===== config.mk =====
export PLATFORM = sky130hd
export DESIGN_NAME = lc2k_multicycle_control
export DESIGN_NICKNAME = d
export VERILOG_FILES = /design/src/rtl/lc2k_pkg.sv /design/src/rtl/lc2k_mem_watchdog.sv /design/src/rtl/lc2k_multicycle_control.sv
export SDC_FILE = /design/constraint.sdc
export NUM_CORES = 1
export LEC_CHECK = 0
export ABC_AREA = 1
export BUFFER_PORTS_ARGS = -buffer_cell sky130_fd_sc_hd__buf_2
export CAP_MARGIN = 20
export CELL_PAD_IN_SITES_DETAIL_PLACEMENT = 0
export CELL_PAD_IN_SITES_GLOBAL_PLACEMENT = 1
export CORE_MARGIN = 1
export CORE_UTILIZATION = 28
export CTS_BUF_LIST = sky130_fd_sc_hd__clkbuf_8
export CTS_CLUSTER_DIAMETER = 100
export CTS_CLUSTER_SIZE = 12
export DETAILED_ROUTE_END_ITERATION = 8
export PLACE_DENSITY_LB_ADDON = 0.05
export SYNTH_ARGS = -nofsm -noshare
export SYNTH_HDL_FRONTEND = slang
export SYNTH_SLANG_ARGS = --single-unit

===== constraint.sdc =====
create_clock -name clk -period 3.7 [get_ports clk]
set_clock_uncertainty 0.2 [all_clocks]
set_input_delay 0.74 -clock clk [delete_from_list [all_inputs] [get_ports clk]]
set_output_delay 0.74 -clock clk [all_outputs]
set_load 0.1 [all_outputs]

===== src/rtl/lc2k_pkg.sv =====
// lc2k_pkg: shared LC2K opcodes, control FSM states and datapath mux encodings.
package lc2k_pkg;
  localparam logic [2:0] OP_ADD  = 3'd0;
  localparam logic [2:0] OP_NOR  = 3'd1;
  localparam logic [2:0] OP_LW   = 3'd2;
  localparam logic [2:0] OP_SW   = 3'd3;
  localparam logic [2:0] OP_BEQ  = 3'd4;
  localparam logic [2:0] OP_JALR = 3'd5;
  localparam logic [2:0] OP_HALT = 3'd6;
  localparam logic [2:0] OP_NOOP = 3'd7;
  localparam logic [1:0] PC_PLUS1  = 2'd0;
  localparam logic [1:0] PC_BRANCH = 2'd1;
  localparam logic [1:0] PC_REGA   = 2'd2;
  localparam logic [1:0] ALU_ADD = 2'd0;
  localparam logic [1:0] ALU_NOR = 2'd1;
  localparam logic [1:0] ALU_CMP = 2'd2;
  localparam logic [1:0] RDS_ALU = 2'd0;
  localparam logic [1:0] RDS_MEM = 2'd1;
  localparam logic [1:0] RDS_PC1 = 2'd2;
  typedef enum logic [2:0] {
    S_IDLE, S_FETCH, S_DECODE, S_EXEC, S_MEM, S_WB, S_HALT, S_ERROR
  } state_e;
endpackage


===== src/rtl/lc2k_mem_watchdog.sv =====
// lc2k_mem_watchdog: counts consecutive memory wait cycles and flags a timeout.
module lc2k_mem_watchdog #(
  parameter int MEM_TIMEOUT = 16
) (
  input  logic clk,
  input  logic reset,
  input  logic clear,
  input  logic req,
  input  logic ready,
  output logic expired
);
  localparam int W = $clog2(MEM_TIMEOUT + 2);
  logic [W-1:0] cnt_q, cnt_d;
  always_comb cnt_d = clear ? '0 : (req && !ready) ? cnt_q + W'(1) : cnt_q;
  // completion in the expiry cycle wins, hence the !ready term
  assign expired = (MEM_TIMEOUT != 0) && req && !ready && (cnt_q == W'(MEM_TIMEOUT));
  always_ff @(posedge clk or posedge reset)
    if (reset) cnt_q <= '0;
    else cnt_q <= cnt_d;
endmodule


===== src/rtl/lc2k_multicycle_control.sv =====
// lc2k_multicycle_control: multicycle LC2K sequencer driving datapath strobes per state.
module lc2k_multicycle_control
  import lc2k_pkg::*;
#(
  parameter int MEM_TIMEOUT = 16,
  parameter int CNT_W = 32
) (
  input  logic             clk,
  input  logic             reset,
  input  logic             start,
  input  logic [2:0]       opcode,
  input  logic             alu_eq,
  input  logic             mem_ready,
  output logic             mem_req,
  output logic             mem_we,
  output logic             mem_addr_sel,
  output logic             ir_load,
  output logic             pc_write,
  output logic [1:0]       pc_src,
  output logic             alu_srcb,
  output logic [1:0]       alu_op,
  output logic             reg_write,
  output logic             reg_dst,
  output logic [1:0]       reg_data_sel,
  output logic             halted,
  output logic             error,
  output logic [CNT_W-1:0] instr_count
);
  state_e state_q, state_d;
  logic [2:0] op_q, op_d;
  logic [CNT_W-1:0] cnt_d;
  logic retire, expired, wd_clear, wd_req;
  assign wd_req = (state_q == S_FETCH) || (state_q == S_MEM);
  lc2k_mem_watchdog #(.MEM_TIMEOUT(MEM_TIMEOUT)) u_wd (
    .clk(clk), .reset(reset), .clear(wd_clear), .req(wd_req), .ready(mem_ready), .expired(expired)
  );
  always_comb begin
    state_d = state_q;
    op_d = op_q;
    retire = 1'b0;
    mem_req = 1'b0;
    mem_we = 1'b0;
    mem_addr_sel = 1'b0;
    ir_load = 1'b0;
    pc_write = 1'b0;
    pc_src = PC_PLUS1;
    alu_srcb = 1'b0;
    alu_op = ALU_ADD;
    reg_write = 1'b0;
    reg_dst = 1'b0;
    reg_data_sel = RDS_ALU;
    halted = 1'b0;
    error = 1'b0;
    case (state_q)
      S_IDLE: state_d = start ? S_FETCH : S_IDLE;
      S_FETCH: begin
        mem_req = 1'b1;
        ir_load = mem_ready;
        pc_write = mem_ready;
        state_d = mem_ready ? S_DECODE : expired ? S_ERROR : S_FETCH;
      end
      S_DECODE: begin
        op_d = opcode;
        retire = (opcode == OP_HALT) || (opcode == OP_NOOP);
        state_d = (opcode == OP_HALT) ? S_HALT : (opcode == OP_NOOP) ? S_FETCH : S_EXEC;
      end
      S_EXEC: begin
        alu_srcb = (op_q == OP_ADD) || (op_q == OP_NOR) || (op_q == OP_BEQ);
        alu_op = (op_q == OP_BEQ) ? ALU_CMP : (op_q == OP_NOR) ? ALU_NOR : ALU_ADD;
        reg_write = (op_q == OP_JALR);
        reg_data_sel = (op_q == OP_JALR) ? RDS_PC1 : RDS_ALU;
        pc_write = (op_q == OP_JALR) || ((op_q == OP_BEQ) && alu_eq);
        pc_src = (op_q == OP_JALR) ? PC_REGA : (op_q == OP_BEQ) ? PC_BRANCH : PC_PLUS1;
        retire = (op_q == OP_BEQ) || (op_q == OP_JALR);
        state_d = (op_q == OP_LW || op_q == OP_SW) ? S_MEM : retire ? S_FETCH : S_WB;
      end
      S_MEM: begin
        mem_req = 1'b1;
        mem_addr_sel = 1'b1;
        mem_we = (op_q == OP_SW);
        retire = mem_ready && (op_q == OP_SW);
        state_d = !mem_ready ? (expired ? S_ERROR : S_MEM) : (op_q == OP_SW) ? S_FETCH : S_WB;
      end
      S_WB: begin
        reg_write = 1'b1;
        reg_dst = (op_q != OP_LW);
        reg_data_sel = (op_q == OP_LW) ? RDS_MEM : RDS_ALU;
        retire = 1'b1;
        state_d = S_FETCH;
      end
      S_HALT: halted = 1'b1;
      S_ERROR: error = 1'b1;
      default: state_d = S_IDLE;
    endcase
    wd_clear = (state_d == S_FETCH || state_d == S_MEM) && (state_d != state_q);
    cnt_d = instr_count + CNT_W'(retire);
  end
  always_ff @(posedge clk or posedge reset)
    if (reset) begin
      state_q <= S_IDLE;
      op_q <= '0;
      instr_count <= '0;
    end else begin
      state_q <= state_d;
      op_q <= op_d;
      instr_count <= cnt_d;
    end
endmodule


==> results of run 1 <==
## where the power goes
part           switching, mW  total (mW)  internal, mW
sequential             0.110       0.659         0.548
clock                  0.170       0.301         0.131
combinational          0.916        1.14         0.228
total                   1.20        2.10         0.908
## sequential cells by signal (all words and copies together), names as in the netlist
name	cells
op_q	3
state_q	3
u_wd.cnt_q	5
instr_count	32
## synthesized netlist by cell type, drive strengths merged
| cell | instances |
|---|---|
| xnor2 | 11 |
| nand2 | 66 |
| nor4 | 4 |
| ha | 4 |
| a31oi | 1 |
| a21oi | 8 |
| nor2 | 39 |
| xor2 | 22 |
| nor3 | 16 |
| nand3 | 25 |
| inv | 39 |
| nor4b | 1 |
| buf | 2 |
| nand4 | 13 |
| o221ai | 1 |
| dfrtp | 43 |
| o211ai | 1 |
| and2 | 1 |
| o21ai | 7 |
| o21bai | 2 |
## final cells by class
cell class	instances	area [um^2]	area share
well taps	108	135	0.0439
flip-flops and latches	43	1080	0.350
multi-input cells	222	1330	0.432
clock buffers	5	68.8	0.0224
inverters	39	149	0.0484
repair buffers	58	298	0.0968
clock inverters	3	20.0	0.00651
## kinds of logic (layout without fill, tap and decap cells)
| logic type | count (synthesis) | in the layout | synth area share |
|---|---|---|---|
| AOI/OAI and AO/OA | 20 | 20 | 0.0470 |
| xor gates and xnor gates | 33 | 33 | 0.113 |
| and+or+nand+nor | 165 | 165 | 0.335 |
| adders and majority gates | 4 | 4 | 0.0196 |
| DFF | 43 | 43 | 0.421 |
| buffers and inverters | 41 | 105 | 0.0641 |
## per-layer routing
| metal | vias to the layer above | routed length, um | part of all wire |
|---|---|---|---|
| li1 | 1118 | - | - |
| met1 | 1044 | 3070 | 0.45 |
| met2 | 40 | 3390 | 0.50 |
| met3 | 7 | 190 | 0.028 |
| met4 | 0 | 112 | 0.017 |
| met5 | - | 0 | 0 |
## cell usage in the layout (no fill, tap or decap), drive strengths merged, types with 2 or more instances in the layout
master    synthesis  layout
nor4              4       4
a21oi             8       8
xnor2            11      11
nor2             39      39
nor3             16      16
nand3            25      25
inv              39      38
buf               2      58
o21bai            2       2
nand2            66      66
dfrtp            43      43
clkinv            0       2
o21ai             7       7
clkbuf            0       5
nand4            13      13
clkinvlp          0       2
xor2             22      22
ha                4       4
## metrics by stage
step,util,hold slack (ns),cell area (um^2),setup slack [ns]
3_5_place_dp,0.341,0.270,2990,0.248
6_report,0.351,0.280,3080,0.503
3_3_place_gp,0.341,0.262,2990,0.309
2_1_floorplan,-,0.333,2570,0.0429
5_1_grt,0.351,0.308,3080,0.166
4_1_cts,0.351,0.283,3080,0.446
## worst min path at each step
stage / startpoint / endpoint / slack [ns] / cells after the start
after floorplan: u_wd.cnt_q[4]$_DFFE_PP0P_ / u_wd.cnt_q[4]$_DFFE_PP0P_ / 0.33 / 2
after global routing: instr_count[31]$_DFF_PP0_ / instr_count[31]$_DFF_PP0_ / 0.31 / 1
after CTS: instr_count[31]$_DFF_PP0_ / instr_count[31]$_DFF_PP0_ / 0.28 / 1
final: instr_count[31]$_DFF_PP0_ / instr_count[31]$_DFF_PP0_ / 0.28 / 1
after detailed placement: instr_count[31]$_DFF_PP0_ / instr_count[31]$_DFF_PP0_ / 0.27 / 1
after global placement: instr_count[31]$_DFF_PP0_ / instr_count[31]$_DFF_PP0_ / 0.26 / 1
==> metrics.txt, run 1 <==
# TYPE chip_impl_metric gauge
chip_impl_metric{name="routedWlPerCell",unit="um"} 14.1
chip_impl_metric{name="routed_wirelength",unit="mm"} 6.76
chip_impl_metric{name="power.ir.vdd_worst",unit="mV"} 0.374
chip_impl_info{name="cts_tree",value="yes"} 1
chip_impl_metric{name="setup_total_negative_slack",unit="ns"} 0
chip_impl_metric{name="cts_hold_repair.buffers",unit=""} 0
chip_impl_metric{name="layout.nets",unit=""} 381
chip_impl_metric{name="first_global_vias",unit=""} 2188
chip_impl_metric{name="setup.reg_to_reg.worst_slack",unit="ns"} 0.50
chip_impl_info{name="critical_path.cell_chain",value="nand2_1 -> nor2_1 -> nand2_1 -> nor2_1 -> inv_1 -> o221ai_1 -> ha_1 -> ha_1 -> nand2_2 -> nor2_4 -> nand3_4 -> nor3_4 -> nand4_4 -> nor2_2 -> nand2_1 -> and2_1"} 1
chip_impl_info{name="crit_top_cell",value="nand2_1"} 1
chip_impl_metric{name="post_layout_instance_count_excluding_filler_cells",unit=""} 478
chip_impl_metric{name="finalHoldViolations",unit=""} 0
chip_impl_metric{name="clkLatencyLatePin",unit="ns"} 0.30
chip_impl_metric{name="dieHeight",unit="um"} 97.5
chip_impl_metric{name="antenna_cells_inserted",unit=""} 0
chip_impl_metric{name="io_pins",unit=""} 56
chip_impl_metric{name="seq_area_frac_synth",unit=""} 0.421
chip_impl_metric{name="setup_viol",unit=""} 0
chip_impl_metric{name="maxClockFrequency",unit="MHz"} 313
chip_impl_metric{name="place.gp.congestion",unit=""} 0.815
chip_impl_metric{name="critical_path_cell_count",unit=""} 16
chip_impl_metric{name="tritoncts.num_buffers",unit=""} 5
chip_impl_metric{name="grt_antenna_before_repair",unit=""} 0
chip_impl_metric{name="grtUsageMet2",unit=""} 0.261
chip_impl_metric{name="synthesis.yosys.warnings",unit=""} 0
chip_impl_metric{name="die_w",unit="um"} 97.5
chip_impl_metric{name="synthCells",unit=""} 306
chip_impl_metric{name="clkSinkCount",unit=""} 43
chip_impl_info{name="critical_path_class",value="flop to flop"} 1
chip_impl_metric{name="clock_pin_slew_on_the_worst_setup_and_hold_paths",unit="ns"} 0.09
chip_impl_metric{name="worst_pin_slew",unit="ns"} 0.924
chip_impl_info{name="post-synth-top-area-cell",value="dfrtp_1"} 1
chip_impl_metric{name="postCtsSetupRepairBufs",unit=""} 0
chip_impl_metric{name="flip_flop_and_latch_count_after_synthesis",unit=""} 43
chip_impl_metric{name="ys_types",unit=""} 33
chip_impl_metric{name="p_leak",unit="nW"} 1.59
chip_impl_metric{name="layout-area-overhead-vs-synth",unit="%"} 20.3
chip_impl_metric{name="timing.final.crit_period",unit="ns"} 3.20
chip_impl_metric{name="row_count",unit=""} 34
chip_impl_metric{name="antenna_left",unit=""} 0
chip_impl_info{name="clock-root-buffer",value="clkbuf_8"} 1
chip_impl_metric{name="critical_path.n_buffers_inverters",unit=""} 1
chip_impl_metric{name="globalRouteMet1Util",unit=""} 0.183
chip_impl_metric{name="synthDominantCellAreaShare",unit=""} 0.421
chip_impl_metric{name="crit_fanout",unit=""} 11
chip_impl_metric{name="timing.slew.headroom",unit=""} 0.380
chip_impl_metric{name="ctsResizeCount",unit=""} 0
chip_impl_metric{name="core_area",unit="um^2"} 8760
chip_impl_metric{name="effective_utilization_at_floorplan",unit=""} 0.292
chip_impl_info{name="rsz0062_at_grt",value="no"} 1
chip_impl_info{name="critical_path.reg2reg.endpoint",value="instr_count[24]$_DFF_PP0_"} 1
chip_impl_metric{name="global_route_wire_length_before_repair",unit="mm"} 11.0
chip_impl_info{name="min-delay-path-class",value="flop to flop"} 1
chip_impl_metric{name="fillerInstances",unit=""} 964
chip_impl_info{name="grt.busiest_layer",value="met2"} 1
chip_impl_metric{name="clockBufferDepth",unit=""} 2
chip_impl_metric{name="vias_per_cell",unit=""} 4.62
chip_impl_info{name="worstReg2RegStart",value="state_q[0]$_DFF_PP0_"} 1
chip_impl_metric{name="syn_area_per_cell",unit="um^2"} 8.35
chip_impl_metric{name="drive_above_1_share",unit=""} 0.262
chip_impl_metric{name="synth_nets",unit=""} 318
chip_impl_metric{name="detailedRoute.firstPassIterationCount",unit=""} 4
chip_impl_metric{name="input_output_buffers",unit=""} 55
chip_impl_info{name="setup.worst_path.start",value="state_q[0]$_DFF_PP0_"} 1
chip_impl_info{name="critical-path-top-delay-family",value="simple AND/OR/NAND/NOR gates"} 1
chip_impl_metric{name="arrival",unit="ns"} 3.19
chip_impl_metric{name="maxCapViolCount",unit=""} 0
chip_impl_metric{name="vias",unit=""} 2209
chip_impl_metric{name="drc",unit=""} 0
chip_impl_metric{name="die_area",unit="um^2"} 9520
chip_impl_metric{name="rr_worst_depth",unit=""} 16
chip_impl_info{name="run_status",value="completed"} 1
chip_impl_metric{name="design_power_total",unit="mW"} 2.10
chip_impl_metric{name="cts_max_level",unit=""} 2
chip_impl_metric{name="grtUsageTotal",unit=""} 0.148
chip_impl_metric{name="overflow",unit=""} 0
chip_impl_info{name="slowest_stage",value="dfrtp_1"} 1
chip_impl_info{name="synth_area_leaders",value="dfrtp_1 (42%), nand2_1 (9.0%), xor2_1 (7.5%), inv_1 (5.4%), nor2_1 (4.3%)"} 1
chip_impl_metric{name="critical_path_required",unit="ns"} 3.70
chip_impl_metric{name="critical_path.max_stage_delay",unit="ns"} 0.60
chip_impl_metric{name="grt.met3_usage",unit=""} 0.0237
chip_impl_info{name="cp-start-kind",value="flop"} 1
chip_impl_info{name="setup.worst_path.end_class",value="flop"} 1
chip_impl_metric{name="drt_first_iter_violations",unit=""} 70
chip_impl_metric{name="syn-cell-area",unit="um^2"} 2560
chip_impl_metric{name="power.density_cell_area",unit="nW/um^2"} 684
chip_impl_info{name="cp-endpoint",value="instr_count[24]$_DFF_PP0_"} 1
chip_impl_metric{name="placed_cells",unit=""} 470
chip_impl_metric{name="post-route-period-util",unit=""} 0.864
chip_impl_metric{name="detailedPlacementHpwl",unit="mm"} 5.37
chip_impl_metric{name="total_count_of_max_transition_violations_in_the_final_report",unit=""} 0
chip_impl_metric{name="pin_count_of_the_biggest_net_entering_global_routing",unit=""} 26
(Power assumes the default switching activity.)
==> run 2, diff against run 1 <==
--- a/config.mk
+++ b/config.mk
@@ -16,7 +16,7 @@
 export CTS_CLUSTER_DIAMETER = 100
 export CTS_CLUSTER_SIZE = 12
 export DETAILED_ROUTE_END_ITERATION = 8
-export PLACE_DENSITY_LB_ADDON = 0.05
+export PLACE_DENSITY = 0.56
 export SYNTH_ARGS = -nofsm -noshare
 export SYNTH_HDL_FRONTEND = slang
 export SYNTH_SLANG_ARGS = --single-unit
==> metrics.txt, run 2 (synthesis results as in run 1) <==
# TYPE chip_impl_metric gauge
chip_impl_metric{name="maxCapViolCount",unit=""} 0
chip_impl_metric{name="p_clk_frac",unit=""} 0.148
chip_impl_metric{name="detailedRoute.firstPassIterationCount",unit=""} 4
chip_impl_metric{name="final.hold.worst_slack",unit="ns"} 0.232
chip_impl_info{name="cp-start-kind",value="flop"} 1
chip_impl_metric{name="crit_fanout",unit=""} 11
chip_impl_info{name="setup.worst_path.end_class",value="flop"} 1
chip_impl_info{name="min-delay-path-class",value="input pin to async pin"} 1
chip_impl_metric{name="first_global_vias",unit=""} 2133
chip_impl_metric{name="setup.reg_to_reg.worst_slack",unit="ns"} 0.50
chip_impl_metric{name="netSwitchingPower",unit="mW"} 1.19
chip_impl_info{name="critical-path-top-delay-family",value="simple AND/OR/NAND/NOR gates"} 1
chip_impl_metric{name="critical_path.n_buffers_inverters",unit=""} 1
chip_impl_metric{name="timing.slew.headroom",unit=""} 0.570
chip_impl_metric{name="timing.final.crit_period",unit="ns"} 3.20
chip_impl_metric{name="post-route-period-util",unit=""} 0.864
chip_impl_metric{name="dieHeight",unit="um"} 97.5
chip_impl_info{name="critical_path.reg2reg.endpoint",value="instr_count[24]$_DFF_PP0_"} 1
chip_impl_info{name="crit_top_cell",value="nand2_1"} 1
chip_impl_metric{name="overflow",unit=""} 0
chip_impl_info{name="final_common_cell",value="nand2_1"} 1
chip_impl_metric{name="die_area",unit="um^2"} 9520
chip_impl_metric{name="postCtsSetupRepairBufs",unit=""} 0
chip_impl_metric{name="core_area",unit="um^2"} 8760
chip_impl_metric{name="place.gp.congestion",unit=""} 0.792
chip_impl_metric{name="total_count_of_max_transition_violations_in_the_final_report",unit=""} 0
chip_impl_metric{name="setup_viol",unit=""} 0
chip_impl_metric{name="drt_first_iter_violations",unit=""} 69
chip_impl_metric{name="antenna_left",unit=""} 0
chip_impl_info{name="cp-endpoint",value="instr_count[24]$_DFF_PP0_"} 1
chip_impl_info{name="most-common-layout-cells",value="nand2_1 (61), buf_2 (55), dfrtp_1 (43)"} 1
chip_impl_metric{name="routedWlPerCell",unit="um"} 13.3
chip_impl_info{name="rsz0062_at_grt",value="no"} 1
chip_impl_metric{name="clkLatencyLatePin",unit="ns"} 0.30
chip_impl_metric{name="power.density_cell_area",unit="nW/um^2"} 683
chip_impl_info{name="critical_path.cell_chain",value="nand2_1 -> nor2_1 -> nand2_1 -> nor2_1 -> inv_1 -> o221ai_1 -> ha_1 -> ha_1 -> nand2_2 -> nor2_4 -> nand3_4 -> nor3_4 -> nand4_4 -> nor2_2 -> nand2_1 -> and2_1"} 1
chip_impl_metric{name="effective_utilization_at_floorplan",unit=""} 0.292
chip_impl_info{name="setup.worst_path.start",value="state_q[0]$_DFF_PP0_"} 1
chip_impl_metric{name="placed_cell_area",unit="um^2"} 2980
chip_impl_metric{name="clockBufferDepth",unit=""} 2
chip_impl_metric{name="power.ir.vdd_worst",unit="mV"} 0.369
chip_impl_info{name="critical_path_class",value="flop to flop"} 1
chip_impl_metric{name="vias",unit=""} 2186
chip_impl_metric{name="io_pins",unit=""} 56
chip_impl_metric{name="power_frac_comb",unit=""} 0.540
chip_impl_metric{name="place_worst_setup_slack",unit="ns"} 0.262
chip_impl_info{name="worstReg2RegStart",value="state_q[0]$_DFF_PP0_"} 1
chip_impl_metric{name="layout-area-overhead-vs-synth",unit="%"} 20.2
chip_impl_metric{name="cellInternalPower",unit="mW"} 0.910
chip_impl_metric{name="clock_pin_slew_on_the_worst_setup_and_hold_paths",unit="ns"} 0.09
chip_impl_metric{name="arrival",unit="ns"} 3.19
chip_impl_metric{name="die_w",unit="um"} 97.5
chip_impl_metric{name="maxClockFrequency",unit="MHz"} 313
chip_impl_metric{name="p_leak",unit="nW"} 1.59
chip_impl_metric{name="row_count",unit=""} 34
chip_impl_metric{name="antenna_cells_inserted",unit=""} 0
chip_impl_metric{name="cts_hold_repair.buffers",unit=""} 0
chip_impl_metric{name="final_area",unit="um^2"} 3070
chip_impl_metric{name="setup_total_negative_slack",unit="ns"} 0
chip_impl_metric{name="cts_max_level",unit=""} 2
chip_impl_info{name="cts_tree",value="yes"} 1
chip_impl_metric{name="power.share.sequential",unit=""} 0.313
chip_impl_info{name="run_status",value="completed"} 1
chip_impl_metric{name="pin_count_of_the_biggest_net_entering_global_routing",unit=""} 27
chip_impl_metric{name="finalHoldViolations",unit=""} 0
chip_impl_metric{name="routed_wirelength",unit="mm"} 6.32
chip_impl_metric{name="rr_worst_depth",unit=""} 16
chip_impl_metric{name="clkSinkCount",unit=""} 43
chip_impl_metric{name="global_route_wire_length_before_repair",unit="mm"} 10.8
chip_impl_metric{name="ctsResizeCount",unit=""} 0
chip_impl_metric{name="largest_register_ff_count",unit=""} 32
chip_impl_metric{name="input_output_buffers",unit=""} 55
chip_impl_metric{name="detailedPlacementHpwl",unit="mm"} 5.11
chip_impl_info{name="top_registers",value="instr_count: 32 flops, u_wd.cnt_q: 5 flops"} 1
chip_impl_metric{name="critical_path_cell_count",unit=""} 16
chip_impl_metric{name="vias_per_cell",unit=""} 4.58
chip_impl_metric{name="power.share.switching",unit=""} 0.566
chip_impl_info{name="largest-register",value="instr_count"} 1
chip_impl_metric{name="critical_path.max_stage_delay",unit="ns"} 0.61
chip_impl_metric{name="tritoncts.num_buffers",unit=""} 5
chip_impl_info{name="clock-root-buffer",value="clkbuf_8"} 1
chip_impl_metric{name="grtUsageTotal",unit=""} 0.142
chip_impl_metric{name="layout.nets",unit=""} 380
chip_impl_metric{name="critical_path_required",unit="ns"} 3.69
chip_impl_info{name="slowest_stage",value="dfrtp_1"} 1
chip_impl_metric{name="fin_ws",unit="ns"} 0.504
chip_impl_metric{name="drive_above_1_share",unit=""} 0.260
chip_impl_metric{name="drc",unit=""} 0
chip_impl_metric{name="grt_antenna_before_repair",unit=""} 0
chip_impl_metric{name="worst_pin_slew",unit="ns"} 0.641
-- run 2: how the worst min path moves through the flow --
stage          cells after the start                        end
2_1_floorplan                      2  u_wd.cnt_q[4]$_DFFE_PP0P_
3_3_place_gp                       1  instr_count[13]$_DFF_PP0_
3_5_place_dp                       1  instr_count[31]$_DFF_PP0_
4_1_cts                            2   instr_count[3]$_DFF_PP0_
5_1_grt                            2   instr_count[3]$_DFF_PP0_
6_report                           2   instr_count[3]$_DFF_PP0_
-- run 2: worst register-to-register path: cells and delay by family, from the launching register on --
kind	cells	cell delay, ns
flip-flops	1	0.61
adder cells (fa/ha/maj)	2	0.44
AND/OR/NAND/NOR	12	1.62
AO/OA/AOI/OAI	1	0.10
buffers and inverters	1	0.12
-- run 2: area by class of cell --
| class | instances | area (um^2) |
|---|---|---|
| inverters | 39 | 149 |
| flip-flops and latches | 43 | 1080 |
| well taps | 108 | 135 |
| clock buffers | 5 | 68.8 |
| repair buffers | 57 | 290 |
| fillers | 946 | 5690 |
| clock inverters | 3 | 23.8 |
| multi-input cells | 222 | 1330 |
-- run 2: power groups by stage --
stage	clock (mW)	sequential (mW)	combinational (mW)
after global placement	0	0.670	1.16
after detailed placement	0	0.669	1.15
after CTS	0.322	0.659	1.15
final	0.310	0.656	1.13
after global routing	0.349	0.672	1.23
after floorplan	0	0.879	0.732
-- run 2: routing by layer --
metal | track usage | vias up | part of all wire
met2 | 0.235 | 41 | 0.50
met1 | 0.188 | 1019 | 0.45
li1 | - | 1119 | -
met4 | 0.0419 | 0 | 0.012
met3 | 0.0259 | 7 | 0.034
met5 | 0 | - | 0
-- run 2: per-stage QoR --
stage | utilization | cells | power, mW
floorplan | - | 306 | 1.61
global placement | 0.340 | 469 | 1.83
detailed placement | 0.340 | 469 | 1.81
CTS | 0.351 | 477 | 2.13
global route | 0.351 | 477 | 2.26
finish | 0.351 | 477 | 2.10
==> run 3, diff against run 2 <==
==> constraint.sdc (replaced) <==
create_clock -name clk -period 3.7 [get_ports clk]
set_clock_uncertainty 0.2 [all_clocks]
set_input_delay 0.74 -clock clk [delete_from_list [all_inputs] [get_ports clk]]
set_output_delay 0.74 -clock clk [all_outputs]
set_load 0.02 [all_outputs]
==> metrics.txt, run 3 (synthesis results as in run 1) <==
# TYPE chip_impl_metric gauge
chip_impl_metric{name="antenna_left",unit=""} 0
chip_impl_metric{name="place.gp.congestion",unit=""} 0.793
chip_impl_metric{name="input_output_buffers",unit=""} 55
chip_impl_metric{name="overflow",unit=""} 0
chip_impl_metric{name="detailedRoute.firstPassIterationCount",unit=""} 4
chip_impl_metric{name="timing.slew.headroom",unit=""} 0.455
chip_impl_metric{name="layout.nets",unit=""} 380
chip_impl_metric{name="post-route-period-util",unit=""} 0.867
chip_impl_metric{name="total_count_of_max_transition_violations_in_the_final_report",unit=""} 0
chip_impl_metric{name="maxClockFrequency",unit="MHz"} 312
chip_impl_metric{name="ctsResizeCount",unit=""} 0
chip_impl_info{name="cp-start-kind",value="flop"} 1
chip_impl_metric{name="clkSinkCount",unit=""} 43
chip_impl_info{name="critical_path_class",value="flop to flop"} 1
chip_impl_metric{name="clkLatencyLatePin",unit="ns"} 0.29
chip_impl_info{name="setup.worst_path.end_class",value="flop"} 1
chip_impl_info{name="clock-root-buffer",value="clkbuf_8"} 1
chip_impl_metric{name="routedWlPerCell",unit="um"} 13.3
chip_impl_metric{name="timing.final.crit_period",unit="ns"} 3.21
chip_impl_metric{name="arrival",unit="ns"} 3.19
chip_impl_metric{name="setup_viol",unit=""} 0
chip_impl_metric{name="fillerInstances",unit=""} 979
chip_impl_info{name="run_status",value="completed"} 1
chip_impl_metric{name="final.hold.worst_slack",unit="ns"} 0.270
chip_impl_metric{name="cts_hold_repair.buffers",unit=""} 0
chip_impl_metric{name="vias_per_cell",unit=""} 4.56
chip_impl_metric{name="setup_total_negative_slack",unit="ns"} 0
chip_impl_metric{name="placed_cell_area",unit="um^2"} 2970
chip_impl_metric{name="maxCapViolCount",unit=""} 0
chip_impl_info{name="critical_path.cell_chain",value="inv_1 -> ha_1 -> nand2_1 -> inv_1 -> nand2_1 -> nor2_1 -> nor2_1 -> nand2_4 -> o221ai_1 -> ha_1 -> ha_1 -> nand2_2 -> nor2_4 -> nand3_4 -> nor3_4 -> nand4_4 -> nor2_2 -> nand2_1 -> and2_1"} 1
chip_impl_info{name="final_common_cell",value="nand2_1"} 1
chip_impl_metric{name="global_route_wire_length_before_repair",unit="mm"} 10.6
chip_impl_metric{name="layout.area.seq",unit="um^2"} 1080
chip_impl_metric{name="routed_wirelength",unit="mm"} 6.33
chip_impl_metric{name="power.density_cell_area",unit="nW/um^2"} 550
chip_impl_metric{name="worst_pin_slew",unit="ns"} 0.812
chip_impl_metric{name="pin_count_of_the_biggest_net_entering_global_routing",unit=""} 24
chip_impl_metric{name="die_w",unit="um"} 97.5
chip_impl_metric{name="grt_antenna_before_repair",unit=""} 0
chip_impl_metric{name="dieHeight",unit="um"} 97.5
chip_impl_metric{name="final_area",unit="um^2"} 3070
chip_impl_metric{name="effective_utilization_at_floorplan",unit=""} 0.292
chip_impl_metric{name="fin_ws",unit="ns"} 0.494
chip_impl_metric{name="cts_max_level",unit=""} 2
chip_impl_metric{name="clockBufferDepth",unit=""} 2
chip_impl_info{name="top_registers",value="instr_count: 32 flops, u_wd.cnt_q: 5 flops"} 1
chip_impl_metric{name="crit_fanout",unit=""} 5
chip_impl_info{name="cts_tree",value="yes"} 1
chip_impl_metric{name="row_count",unit=""} 34
chip_impl_metric{name="clock_pin_slew_on_the_worst_setup_and_hold_paths",unit="ns"} 0.07
chip_impl_metric{name="core_area",unit="um^2"} 8760
chip_impl_metric{name="detailedPlacementHpwl",unit="mm"} 5.04
chip_impl_info{name="min-delay-path-class",value="flop to flop"} 1
chip_impl_metric{name="die_area",unit="um^2"} 9520
chip_impl_info{name="most-common-layout-cells",value="nand2_1 (61), buf_2 (55), dfrtp_1 (43)"} 1
chip_impl_info{name="largest-register",value="instr_count"} 1
chip_impl_metric{name="drive_above_1_share",unit=""} 0.249
chip_impl_metric{name="critical_path_required",unit="ns"} 3.68
chip_impl_info{name="slowest_stage",value="dfrtp_1"} 1
chip_impl_metric{name="area_used_by_multi_input_combinational_logic",unit="um^2"} 1320
chip_impl_metric{name="first_global_vias",unit=""} 2163
chip_impl_metric{name="grtUsageTotal",unit=""} 0.140
chip_impl_metric{name="drc",unit=""} 0
chip_impl_metric{name="largest_register_ff_count",unit=""} 32
chip_impl_metric{name="critical_path.max_stage_delay",unit="ns"} 0.38
chip_impl_metric{name="io_pins",unit=""} 56
chip_impl_metric{name="place_worst_setup_slack",unit="ns"} 0.238
chip_impl_metric{name="finalHoldViolations",unit=""} 0
chip_impl_metric{name="antenna_cells_inserted",unit=""} 0
chip_impl_metric{name="power.ir.vdd_worst",unit="mV"} 0.159
chip_impl_metric{name="layout-area-overhead-vs-synth",unit="%"} 20.0
chip_impl_info{name="rsz0062_at_grt",value="no"} 1
chip_impl_metric{name="p_leak",unit="nW"} 1.60
chip_impl_metric{name="vias",unit=""} 2173
chip_impl_metric{name="tritoncts.num_buffers",unit=""} 5
chip_impl_metric{name="drt_first_iter_violations",unit=""} 77
chip_impl_metric{name="postCtsSetupRepairBufs",unit=""} 0
## run 3: layout make-up
| class | instances | share of cell area |
|---|---|---|
| multi-input combinational | 222 | 0.429 |
| sequential | 43 | 0.351 |
| timing repair buffer | 57 | 0.0947 |
| inverter | 39 | 0.0486 |
| tap | 108 | 0.0441 |
| clock buffer | 7 | 0.0314 |
| clock inverter | 1 | 0.00122 |
## run 3: worst max-delay path: cells and delay by family, from the launching register on
kind,cells,cell delay [ns]
and+or+nand+nor,13,1.57
adders and majority gates,3,0.65
DFF,1,0.38
AOI/OAI and AO/OA,1,0.17
buffers and inverters,2,0.13
## run 3: metrics by stage
step | std cells | utilization | power, mW
finish | 477 | 0.350 | 1.69
global route | 477 | 0.350 | 1.83
CTS | 477 | 0.350 | 1.71
detailed placement | 469 | 0.339 | 1.38
global placement | 469 | 0.339 | 1.39
floorplan | 306 | - | 1.18
## run 3: where the power goes
| group | switching, mW | total, mW | internal [mW] | leakage [nW] |
|---|---|---|---|---|
| sequential | 0.106 | 0.655 | 0.549 | 0.554 |
| combinational | 0.480 | 0.707 | 0.226 | 0.993 |
| clock | 0.157 | 0.324 | 0.168 | 0.0557 |
## run 3: final timing paths
kind,endpoint,cells past startpoint,slack [ns],startpoint
worst min-delay path,instr_count[31]$_DFF_PP0_,1,0.27,instr_count[31]$_DFF_PP0_
worst max register to register,instr_count[24]$_DFF_PP0_,19,0.49,u_wd.cnt_q[0]$_DFFE_PP0P_
max in group asynchronous,instr_count[28]$_DFF_PP0_,3,2.28,reset
worst max-delay path,instr_count[24]$_DFF_PP0_,19,0.49,u_wd.cnt_q[0]$_DFFE_PP0P_
min in group asynchronous,instr_count[3]$_DFF_PP0_,2,0.29,reset
worst min register to register,instr_count[31]$_DFF_PP0_,1,0.27,instr_count[31]$_DFF_PP0_
## run 3: routing by layer
layer / track usage / up-vias / part of all wire
met1: 0.176 / 1022 / 0.46
met4: 0.0339 / 0 / 0.0093
met2: 0.247 / 32 / 0.51
met3: 0.0237 / 5 / 0.025
li1: - / 1114 / -
met5: 0 / - / 0
